### config.mk
export PLATFORM = sky130hd
export DESIGN_NAME = mux_arb
export DESIGN_NICKNAME = d
export VERILOG_FILES = /design/src/rtl/mux_arb.sv
export SDC_FILE = /design/constraint.sdc
export NUM_CORES = 1
export LEC_CHECK = 0
export CAP_MARGIN = 20
export CORE_MARGIN = 3
export CORE_UTILIZATION = 38
export DETAILED_ROUTE_END_ITERATION = 16
export PLACE_DENSITY_LB_ADDON = 0.25
export SLEW_MARGIN = 20
export SYNTH_ARGS = -nofsm -noshare
export SYNTH_HDL_FRONTEND = slang
export SYNTH_SLANG_ARGS = --single-unit
### constraint.sdc
create_clock -name clk -period 1.6 [get_ports clk]
set_input_delay 0.4 -clock clk [delete_from_list [all_inputs] [get_ports clk]]
set_output_delay 0.4 -clock clk [all_outputs]
set_load 0.02 [all_outputs]
### src/rtl/mux_arb.sv
// Two-channel round-robin merge into a single-entry registered output stage.
// Optional per-channel acceptance counters are enabled by defining MUX_ARB_STATS_EN.
module mux_arb #(
    parameter int WIDTH = 10
) (
    input  logic             clk,
    input  logic             rst_n,
    input  logic [WIDTH-1:0] x_data,
    input  logic             x_valid,
    output logic             x_ready,
    input  logic [WIDTH-1:0] y_data,
    input  logic             y_valid,
    output logic             y_ready,
    output logic [WIDTH-1:0] out_data,
    output logic             out_sel,
    output logic             out_valid,
    input  logic             out_ready
`ifdef MUX_ARB_STATS_EN
    ,
    output logic [15:0]      cnt_x,
    output logic [15:0]      cnt_y
`endif
);

    logic load_en_s;
    logic grant_x_s;
    logic grant_y_s;
    logic last_sel_r;

    assign load_en_s = !out_valid || out_ready;

    // Grant selection; ties go to the channel that was not served last.
    always_comb begin
        grant_x_s = 1'b0;
        grant_y_s = 1'b0;
        if (rst_n && load_en_s) begin
            case ({x_valid, y_valid})
                2'b10:   grant_x_s = 1'b1;
                2'b01:   grant_y_s = 1'b1;
                2'b11: begin
                    grant_x_s = !last_sel_r;
                    grant_y_s = last_sel_r;
                end
                default: begin
                    grant_x_s = 1'b0;
                    grant_y_s = 1'b0;
                end
            endcase
        end else begin
            grant_x_s = 1'b0;
            grant_y_s = 1'b0;
        end
    end

    assign x_ready = grant_x_s;
    assign y_ready = grant_y_s;

    // Output register and round-robin history.
    always_ff @(posedge clk or negedge rst_n) begin
        if (!rst_n) begin
            out_data   <= {WIDTH{1'b0}};
            out_sel    <= 1'b0;
            out_valid  <= 1'b0;
            last_sel_r <= 1'b1;
        end else if (load_en_s) begin
            if (grant_x_s) begin
                out_data   <= x_data;
                out_sel    <= 1'b1;
                out_valid  <= 1'b1;
                last_sel_r <= 1'b1;
            end else if (grant_y_s) begin
                out_data   <= y_data;
                out_sel    <= 1'b0;
                out_valid  <= 1'b1;
                last_sel_r <= 1'b0;
            end else begin
                out_valid  <= 1'b0;
            end
        end else begin
            out_valid <= out_valid;
        end
    end

`ifdef MUX_ARB_STATS_EN
    // Accepted-word counters; 16-bit wrap is intentional.
    always_ff @(posedge clk or negedge rst_n) begin
        if (!rst_n) begin
            cnt_x <= 16'h0000;
            cnt_y <= 16'h0000;
        end else begin
            if (grant_x_s) begin
                cnt_x <= cnt_x + 16'h0001;
            end else begin
                cnt_x <= cnt_x;
            end
            if (grant_y_s) begin
                cnt_y <= cnt_y + 16'h0001;
            end else begin
                cnt_y <= cnt_y;
            end
        end
    end
`endif

endmodule
# Word-level counts from Yosys, hierarchy flattened
# Cells that the tools add are included.
# totals
ff_bits	13
elab_cells	23
out_inout_bits	14
# classes
muxes	10
reduce_logical	6
eq_ne	3
# op_table
operator	count
10-bit two-way mux	2
1-bit two-way mux	6
2-bit equality test, second input constant	2
1-bit one-hot mux with 2 select lines	2
2-bit by 1-bit equality test with 1-bit output, second input constant	1
1-bit zero test	2
2-bit AND reduction	1
2-bit nonzero test	1
1-bit logical AND	1
1-bit logical OR	1

# Depth between registers and ports, before layout
# depth
depth_word	6
ltp_mapped	4
mapped_depth_nobuf	3

# Worst setup path after synthesis
# Ideal clock, no wire load.
# synth_timing
path_type	reg-to-output
startpoint	reg out_valid
endpoint	out x_ready
required_ps	1200
arrival_time_ps	1039
setup_slack_ps	161
path_stages_with_launch	3
cell_sequence	dfrtp_1 and2b_1 nor3_2
# synth_between
elab_chain_cells	4
# synth_rtl
element	line_no	source
from (decl)	16	output logic out_valid,
from (signal assigned)	80	out_valid <= out_valid;
1-bit zero test	30	assign load_en_s = !out_valid || out_ready;
1-bit logical OR	30	
1-bit logical AND	36	if (rst_n && load_en_s) begin
1-bit two-way mux	36	
to (decl)	10	output logic x_ready,
# Every way passes these cells.

# Final worst setup path
# layout_timing
startpoint	in y_valid
endpoint	out x_ready
# layout_between
elab_chain_cells	3
# layout_rtl
element	line_no	source
from (decl)	12	input logic y_valid,
2-bit equality test	37	case ({x_valid, y_valid})
1-bit one-hot mux with 2 select lines (*)	37	
1-bit two-way mux (*)	36	
# Mark *: on every way between the ends. The rest lies on a longest branch, timed or not.

==> results.sh <==
export IMPL_run_status="complete, but fails checks"
export IMPL_violations="negative setup slack"
export IMPL_drv_cap=0
export IMPL_drive_above_1_share=0.218
export IMPL_cts_tree="done"
export IMPL_grt_pass1_wl_um=3980
export IMPL_synth_seq_cells=13
export IMPL_hold_ws_ns=0.341
export IMPL_setup_ws_ns=-0.0688
export IMPL_endpoint_kind="output pin"
export IMPL_drtIter0Drc=6
export IMPL_routed_wl_um=2390
export IMPL_instances_no_fill=149
export IMPL_die_w_um=50.3
export IMPL_p_per_area_nw_per_um2=888
export IMPL_drc=0
export IMPL_first_global_vias=835
export IMPL_cts_buffer_depth=2
export IMPL_path_clk_slew_ns=0.08
export IMPL_grt_ovfl_total=0
export IMPL_area_growth_pct=66.8
export IMPL_synth_common_cells="20 x a31oi_1, 12 x dfrtp_1, 10 x nand4_1, 10 x o31ai_1, 4 x buf_2"
export IMPL_seq_area_um2=327
export IMPL_hold_viol=0
export IMPL_cts_buffers=3
export IMPL_finClkSkew_ns=0.000571
export IMPL_ys_flop_type="dfrtp_1"
export IMPL_cp_arrival_ns=1.27
export IMPL_rsz0062_at_grt="true"
export IMPL_syn_instance_count=76
export IMPL_stdcell_area_um2=1250
export IMPL_syn_nets=101
export IMPL_port_buffers=38
export IMPL_worstSetupPathType="in -> out"
export IMPL_yosysMostFrequentCell="a31oi_1"
export IMPL_hold_path_class="in -> async"
export IMPL_vias=865
export IMPL_finalMaxSlewViolations=0
export IMPL_power_mw=1.11
export IMPL_leakage_nw=0.517
export IMPL_grt_max_degree=35
export IMPL_netlist_area_um2=747
export IMPL_ys_warn_count=0
export IMPL_seq_area_frac_synth=0.437
export IMPL_critPathLaunchType="primary input"
export IMPL_yosysTopAreaCellShare=0.402
export IMPL_fmax_mhz=599
export IMPL_clkLatencyLatePin_ns=0.28
export IMPL_layout_worst_path_cycle_share=1.04
export IMPL_nNetsFinal=150
export IMPL_synthTopCellsByArea="dfrtp_1 40%, a31oi_1 17%, o31ai_1 10%"
export IMPL_slew_headroom=0.773
export IMPL_peakVddDrop_mv=0.641
export IMPL_cts_sinks=13
export IMPL_antenna_left=0
export IMPL_required_ns=1.20
export IMPL_dp_slack_ns=-0.732
export IMPL_ys_types=19
export IMPL_initial_utilization=0.419
export IMPL_track_usage=0.208
export IMPL_dieArea_um2=2530
export IMPL_synth_edf_count=0
export IMPL_cts_root_buf="clkbuf_4"
export IMPL_die_y_um=50.3
export IMPL_wire_per_inst_um=16.0
export IMPL_drtPass1Iterations=4
export IMPL_setup_viol=1
export IMPL_vias_per_cell=5.81
export IMPL_rows=15
export IMPL_multi_input_area_um2=375
export IMPL_synth_top_cell_by_area="dfrtp_1"
export IMPL_min_period_ns=1.67
export IMPL_cts_hold_buf=0
export IMPL_ios=39
export IMPL_hpwl_um=1630
export IMPL_cts_htree_levels=1
export IMPL_dp_cells=144
export IMPL_syn_avg_cell_area_um2=9.83
export IMPL_place_area_um2=1210
export IMPL_synthArstFlopShare=1.00
export IMPL_fillers=151
export IMPL_globalplace_congestion=0.779
export IMPL_diodes=0
export IMPL_antenna_found_initial=0
export IMPL_tightest_slew_ns=0.341
export IMPL_path_max_fanout=3
export IMPL_core_area_um2=1780
## final cells by class
| type | count | share of cell area |
|---|---|---|
| Tap cell | 25 | 0.0251 |
| Inverter | 3 | 0.00904 |
| Clock buffer | 4 | 0.0211 |
| Timing Repair Buffer | 53 | 0.382 |
| Sequential cell | 13 | 0.262 |
| Multi-Input combinational cell | 51 | 0.301 |
## report_power, final
part,leakage (nW),switching (mW),internal [mW]
Clock,0.0150,0.115,0.0967
Sequential,0.145,0.0370,0.398
Combinational,0.357,0.239,0.221
## metrics by stage
step / setup TNS [ns] / util
6_report: -0.0688 / 0.699
5_1_grt: -0.170 / 0.699
4_1_cts: -0.0689 / 0.693
3_5_place_dp: -4.01 / 0.679
3_3_place_gp: -3.55 / 0.679
2_1_floorplan: 0 / -
## placed cells by master, fill, tap and decap left out, types with 2 or more instances in the layout
master           synthesis  final
a21o_1                   2      2
a31oi_1                 20     20
buf_4                    0     15
buf_6                    2      2
clkbuf_4                 0      3
clkdlybuf4s50_1          0     20
dfrtp_1                 12     12
dlygate4sd2_1            0     16
inv_1                    3      3
nand4_1                 10     10
o31ai_1                 10     10
## final timing paths
| path | start | to | slack (ns) | cells past startpoint |
|---|---|---|---|---|
| setup / recovery | y_valid | x_ready | -0.07 | 4 |
| hold / removal | rst_n | out_data[7] | 0.34 | 2 |
| setup reg to reg | out_valid | out_data[6] | 0.18 | 5 |
| hold reg to reg | out_sel | out_sel | 0.48 | 1 |
| max in group asynchronous | rst_n | last_sel_r | 0.97 | 2 |
| min in group clk | out_sel | out_sel | 0.48 | 1 |
## registers in the layout (all words and copies together) (netlist names)
name and count:
out_sel 1, out_data 10, out_valid 1, last_sel_r 1
## logic make-up after synthesis
family / after synthesis / share of synthesized area
buf+inv: 12 / 0.0871
simple gates: 16 / 0.147
compound gates: 35 / 0.328
flops: 13 / 0.437
## worst max-delay path, stage by stage
cell	delay [ns]
dlygate4sd2_1	0.27
a21bo_4	0.23
nor3_4	0.21
buf_6	0.14
## layer usage
metal / routed length [um] / GRT usage / vias up
li1: - / - / 405
met1: 956 / 0.261 / 412
met2: 1240 / 0.359 / 44
met3: 165 / 0.0356 / 4
met4: 27 / 0.0673 / 0
met5: 0 / 0 / -
## repair_timing
| item | CTS | global route |
|---|---|---|
| setup buffers | 0 | 1 |
| setup endpoints to repair | 14 | 2 |
| resized for setup | 31 | 1 |
| pin swaps | 2 | 1 |
Power figures use the tool's default switching activity.
